==> src/rtl/nios2_sysid_rd_timer.sv <==
// rtl/nios2_sysid_rd_timer.sv - 16-bit cycle counter shared by the stall-timeout and read-latency paths
module nios2_sysid_rd_timer (
  input  logic        i_clk,
  input  logic        i_reset,
  input  logic        i_load,
  input  logic        i_inc,
  input  logic [15:0] i_limit,
  output logic        o_expire
);

  logic [15:0] r_count;

  always_ff @(posedge i_clk) begin
    if (i_reset || i_load) begin
      r_count <= '0;
    end else if (i_inc) begin
      r_count <= r_count + 16'd1;
    end
  end

  assign o_expire = (r_count == i_limit);

endmodule

==> config.mk <==
export PLATFORM = sky130hd
export DESIGN_NAME = nios2_sysid_rd_timer
export DESIGN_NICKNAME = d
export VERILOG_FILES = /design/src/rtl/nios2_sysid_rd_timer.sv
export SDC_FILE = /design/constraint.sdc
export NUM_CORES = 1
export LEC_CHECK = 0
export CAP_MARGIN = 10
export CORE_MARGIN = 2
export CORE_UTILIZATION = 41
export CTS_BUF_LIST = sky130_fd_sc_hd__clkbuf_8
export CTS_CLUSTER_SIZE = 40
export DETAILED_ROUTE_END_ITERATION = 8
export HOLD_SLACK_MARGIN = 0.08
export PLACE_DENSITY = 0.67
export RECOVER_POWER = 100
export SETUP_SLACK_MARGIN = 0.1
export SYNTH_ARGS = -nofsm -noshare
export SYNTH_HDL_FRONTEND = slang
export SYNTH_SLANG_ARGS = --single-unit
export TNS_END_PERCENT = 30
==> constraint.sdc <==
create_clock -name i_clk -period 2 [get_ports i_clk]
set_clock_uncertainty 0.1 [all_clocks]
set_input_delay 0.3 -clock i_clk [delete_from_list [all_inputs] [get_ports i_clk]]
set_output_delay 0.3 -clock i_clk [all_outputs]
set_load 0.005 [all_outputs]
==> reports/metrics.yaml, run 1 <==
status: "finished, final reports clean"
cts.sinks: 16
syn_inst: 104
via_count: 810
largest_reg_flops: 16
die_w_um: 51.0
clk_pin_slew_worst_paths_ps: 60
syn-cell-area_um2: 906
die_area_um2: 2600
power_w: 0.000634
critical-path-max-stage-delay_ps: 470
fmax_ghz: 0.552
critPathBufInv: 2
multi_input_area_um2: 569
largestRegisters: "r_count x16"
post_drt_wl_per_cell_um: 11.9
setup_viol: 0
report.final.hold_viol_count: 0
worst_path_max_delay_cell: "clkdlybuf4s50_1"
drv_slew: 0
ios: 21
async_flop_share: 0
place.gp.congestion: 0.774
ir_drop_mv: 0.277
grt_max_degree: 18
numPlacedInstances: 161
fin_util: 0.600
drt_first_iter_violations: 14
max-cap-violations: 0
diodes: 0
slew_headroom: 0.777
syn_nets: 125
ys.warnings.count: 0
rsz0062_at_grt: "false"
endpoint_kind: "output port"
yosysSeqAreaShare: 0.354
ys_seq_elements: 16
hold_class: "flip-flop to flip-flop"
finalNetCount: 159
cts_buffers: 3
synth_top_cell_area_share: 0.354
fin_cells: 164
drtAntennaViolNets: 0
drive_above_1_share: 0.191
synth.distinct_cells: 22
leakage_nw: 0.503
die_h_um: 51.0
hold-worst-slack_ps: 455
post-cts-setup-buffer-count: 0
syn_avg_cell_area_um2: 8.71
grt_first_pass_wirelength_um: 3310
yosysTopAreaCell: "dfxtp_1"
hpwl_um: 1470
core-area_um2: 2150
arrival_ps: 1410
clk_path_buf_depth: 2
synth-main-ff-cell: "dfxtp_1"
viasPerCell: 4.94
antenna_found_initial: 0
grt_pass1_vias: 771
start_kind: "primary input"
final.min_clock_period_ps: 1810
path_max_fanout: 1
crit_type: "primary input to output port"
synth_edf_count: 0
h-tree-depth: 1
routed_wl_um: 1950
start_util: 0.422
clock-root-buffer: "clkbuf_8"
final.period_utilization: 0.906
cp_cell_sequence: "clkdlybuf4s50_1 > xnor2_1 > nand4_1 > nor4_2 > buf_2"
n_fill_cell: 196
syn2layout_area_growth_pct: 42.4
numPortBuffers: 20
ys_top_cells_by_area: "dfxtp_1, xnor2_1, nor2_1"
cp_top_family: "buffers and inverters"
row_count: 17
tightest_slew_ps: 335
drtPass1Iterations: 4
grt_usage: 0.170
cp_data_required_time_ps: 1600
top_register: "r_count"
seq_area_um2: 320
drc: 0
overflow: 0
cts_tree: "done"
power.density_nw_per_um2: 491
clkLatencyLatePin_ps: 240
==> Yosys cell counts (all sizes together) (3+ instances only) <==
library cell and instances:
nor3 3, xor2 4, dfxtp 16, nand4 10, xnor2 24, nor2 16, nand2 8, clkbuf 4
nor4 4
==> cell families after synthesis <==
kind of cell | share of synthesized area
simple gates | 0.278
xor+xnor | 0.271
flops | 0.354
buf+inv | 0.0331
compound gates | 0.0401
mux | 0.0111
fa+ha+maj | 0.0138
==> cells in the final DEF, fill, tap and decap left out, types with 2 or more instances in the layout <==
cell type and instances:
nor3_1 3, dfxtp_1 16, nor2_1 16, clkbuf_8 3, or3_2 2, nand4_1 8
dlymetal6s2s_1 8, xor2_1 4, a21oi_1 2, clkbuf_1 2, nand2_1 8, clkdlybuf4s50_1 10
xnor2_1 23, nor4_1 3, nand4_4 2, o21ai_0 2, buf_4 13
==> per-layer routing <==
metal  wire, um  up-vias  GRT usage
li1           -      415          -
met1        849      374      0.211
met2        986       17      0.290
met3         79        4     0.0205
met4         34        0     0.0856
met5          0        -          0
==> final cells by class <==
class / count / area share
multi-input combinational: 81 / 0.441
sequential: 16 / 0.248
timing repair buffer: 35 / 0.248
clock buffer: 3 / 0.0320
tap: 28 / 0.0272
inverter: 1 / 0.00291
==> report_power, final <==
part / leakage [nW] / switching (W) / internal, W
Combinational: 0.352 / 0.0000268 / 0.0000468
Clock: 0.0216 / 0.000105 / 0.000133
Sequential: 0.129 / 0.00000152 / 0.000320
==> path summary, 6_finish.rpt <==
path	start	to	slack [ps]	cells past startpoint
setup / recovery	i_limit[10]	o_expire	190	5
hold / removal	r_count[15]$_SDFFE_PP0P_	r_count[15]$_SDFFE_PP0P_	460	2
setup reg to reg	r_count[0]$_SDFFE_PP0P_	r_count[14]$_SDFFE_PP0P_	240	6
hold reg to reg	r_count[15]$_SDFFE_PP0P_	r_count[15]$_SDFFE_PP0P_	460	2
==> per-stage QoR <==
stage	cell area, um2	setup WS [ps]	setup TNS (ps)
4_1_cts	1280	102	0
5_1_grt	1290	74.4	0
2_1_floorplan	906	546	0
3_5_place_dp	1230	-302	-302
6_report	1290	188	0
3_3_place_gp	1230	-300	-300
==> worst min-delay path, cell delays in order, from the launching register on <==
cell,delay [ps]
dfxtp_1,370
xnor2_1,80
nor2_1,70
==> repair_timing <==
item / CTS / global route
endpoints found under the setup margin: 1 / 1
pin swaps: 3 / 9
endpoints found under the hold margin: 0 / 0
hold buffers: 0 / 0
resized for setup: 6 / 8
(Power assumes the default switching activity.)
==> run 2: changes to the inputs <==
--- a/config.mk
+++ b/config.mk
@@ -8,10 +8,10 @@
 export CAP_MARGIN = 10
 export CORE_MARGIN = 2
 export CORE_UTILIZATION = 41
-export CTS_BUF_LIST = sky130_fd_sc_hd__clkbuf_8
 export CTS_CLUSTER_SIZE = 40
 export DETAILED_ROUTE_END_ITERATION = 8
 export HOLD_SLACK_MARGIN = 0.08
+export MAX_ROUTING_LAYER = met4
 export PLACE_DENSITY = 0.67
 export RECOVER_POWER = 100
 export SETUP_SLACK_MARGIN = 0.1
==> run 2 against run 1 <==
Clock power fell by 29%. Final cell count stayed put. Sequential power barely moved. Design area is 2.5% lower. Highest routed layer unchanged. Sequential share of layout area grew 0.64 points.
==> reports/metrics.yaml, run 2 (synthesis gave the netlist of run 1 again) <==
status: "finished, final reports clean"
fmax_ghz: 0.549  # -0.53%
arrival_ps: 1420  # about the same
diodes: 0  # unchanged
ios: 21  # unchanged
largest_reg_flops: 16  # unchanged
clk_path_buf_depth: 2  # unchanged
endpoint_kind: "output port"
cts_buffers: 3  # unchanged
report.final.hold_viol_count: 0  # unchanged
drv_slew: 0  # unchanged
holdPathStages: 2  # unchanged
min_to: "r_count[15]$_SDFFE_PP0P_"
numPlacedInstances: 161  # unchanged
n_fill_cell: 205  # +4.6%
slew_headroom: 0.765  # -0.0113
hold_class: "flip-flop to flip-flop"
leakage_nw: 0.493  # -2.0%
power_w: 0.000563  # -11%
top_register: "r_count"
final_common_cell: "xnor2_1"
final.min_clock_period_ps: 1820  # +9.71 ps
cts.sinks: 16  # unchanged
power.density_nw_per_um2: 448  # -8.8%
h-tree-depth: 1  # unchanged
r2r_slack_ps: 280  # +40 ps
grt_usage: 0.172  # +0.00200
clk_pin_slew_worst_paths_ps: 90  # +30 ps
drive_above_1_share: 0.184  # -0.00735
drc: 0  # unchanged
hp-start: "r_count[15]$_SDFFE_PP0P_"
start_util: 0.422  # unchanged
core-area_um2: 2150  # unchanged
postCtsHoldBufs: 0  # unchanged
setup_viol: 0  # unchanged
grt_first_pass_wirelength_um: 3310  # unchanged
post-place-ws_ps: -302  # unchanged
viasPerCell: 4.92  # -0.37%
overflow: 0  # unchanged
drt_first_iter_violations: 9  # -5
fin_cells: 164  # unchanged
tightest_slew_ps: 349  # +13.7 ps
ir_drop_mv: 0.294  # +5.9%
r2r-end: "r_count[13]$_SDFFE_PP0P_"
final.period_utilization: 0.911  # +0.00485
row_count: 17  # unchanged
clkLatencyLatePin_ps: 280  # +40 ps
syn2layout_area_growth_pct: 38.8
ff2ff_path_depth: 5  # -1
drtPass1Iterations: 4  # unchanged
die_h_um: 51.0  # unchanged
grt_pass1_vias: 760  # -1.4%
layout_common_cells: "xnor2_1, nor2_1, dfxtp_1, buf_4, clkdlybuf4s50_1"
worstReg2RegStart: "r_count[0]$_SDFFE_PP0P_"
finalNetCount: 159  # unchanged
die_area_um2: 2600  # unchanged
fin_setup_tns_ps: 0  # unchanged
cts_tree: "done"
drtAntennaViolNets: 0  # unchanged
place.gp.congestion: 0.785  # +1.4%
max-cap-violations: 0  # unchanged
clock-root-buffer: "clkbuf_4"
cp_data_required_time_ps: 1600  # about the same
antenna_found_initial: 0  # unchanged
crit_type: "primary input to output port"
post-cts-setup-buffer-count: 0  # unchanged
grt_max_degree: 18  # unchanged
largestRegisters: "r_count x16"
die_w_um: 51.0  # unchanged
layout_setup_ws_ps: 179  # -9.71 ps
hpwl_um: 1470  # unchanged
post_drt_wl_per_cell_um: 11.6  # -2.1%
path_max_fanout: 1  # unchanged
numPortBuffers: 20  # unchanged
start_kind: "primary input"
rsz0062_at_grt: "false"
routed_wl_um: 1910  # -2.1%
via_count: 807  # -0.37%
==> run 2: cell types whose count changed in the layout (fill, tap and decap cells not counted) <==
| cell | before | now |
|---|---|---|
| xnor2_1 | 23 | 22 |
| nor4_2 | 1 | 0 |
| nand4_4 | 2 | 1 |
| clkbuf_4 | 0 | 3 |
| nand4_1 | 8 | 9 |
| xnor2_2 | 1 | 2 |
| nor4_1 | 3 | 4 |
| clkbuf_8 | 3 | 0 |
==> run 2: worst max-delay path: stages <==
cell and delay [ps]:
clkdlybuf4s50_1 470, xnor2_1 140, nand4_1 110, nor4_1 240
buf_2 160
==> run 2: area by class of cell <==
cell class                 instances  area [um2]  area share
multi-input combinational         81         556       0.442
tap                               28        35.0      0.0279
clock buffer                       3        22.5      0.0179
sequential                        16         320       0.255
inverter                           1        3.75     0.00299
timing repair buffer              35         320       0.255
==> run 2: routing by layer <==
layer,vias up,global-route usage,routed length [um]
li1,419,-,-
met5,-,-,0
met3,2,0.0263,56
met1,374,0.218,895
met4,0,0.0541,15
met2,12,0.284,941
==> run 2: worst max path at each step <==
stage / from / to / slack [ps]
floorplan: r_count[0]$_SDFFE_PP0P_ / r_count[14]$_SDFFE_PP0P_ / 550
global placement: i_limit[6] / o_expire / -300
finish: i_limit[15] / o_expire / 180
detailed placement: i_limit[11] / o_expire / -300
global route: i_limit[7] / o_expire / 40
CTS: i_limit[14] / o_expire / 100
==> run 2: timing repair <==
item / 4_1_cts / 5_1_grt
pin swaps: 3 / 10
endpoints found under the setup margin: 1 / 1
resized for setup: 6 / 9
==> run 2: stage by stage <==
stage          utilization  cell area (um2)  hold WS, ps
2_1_floorplan            -              906          405
3_3_place_gp         0.571             1230          430
3_5_place_dp         0.571             1230          447
4_1_cts              0.586             1260          465
5_1_grt              0.585             1260          499
6_report             0.585             1260          464
==> run 2: power breakdown <==
part	switching, W	internal (W)	leakage, nW	total (W)
Clock	0.0000998	0.0000699	0.0138	0.000170
Sequential	0.00000111	0.000320	0.129	0.000321
Combinational	0.0000256	0.0000472	0.350	0.0000728
Total	0.000127	0.000437	0.493	0.000563
==> run 3: changes to the inputs <==
--- a/config.mk
+++ b/config.mk
@@ -8,7 +8,6 @@
 export CAP_MARGIN = 10
 export CORE_MARGIN = 2
 export CORE_UTILIZATION = 41
-export CTS_CLUSTER_SIZE = 40
 export DETAILED_ROUTE_END_ITERATION = 8
 export HOLD_SLACK_MARGIN = 0.08
 export MAX_ROUTING_LAYER = met4
==> results of run 3 <==
The final DEF is identical to that of run 2; final timing and power are the same.
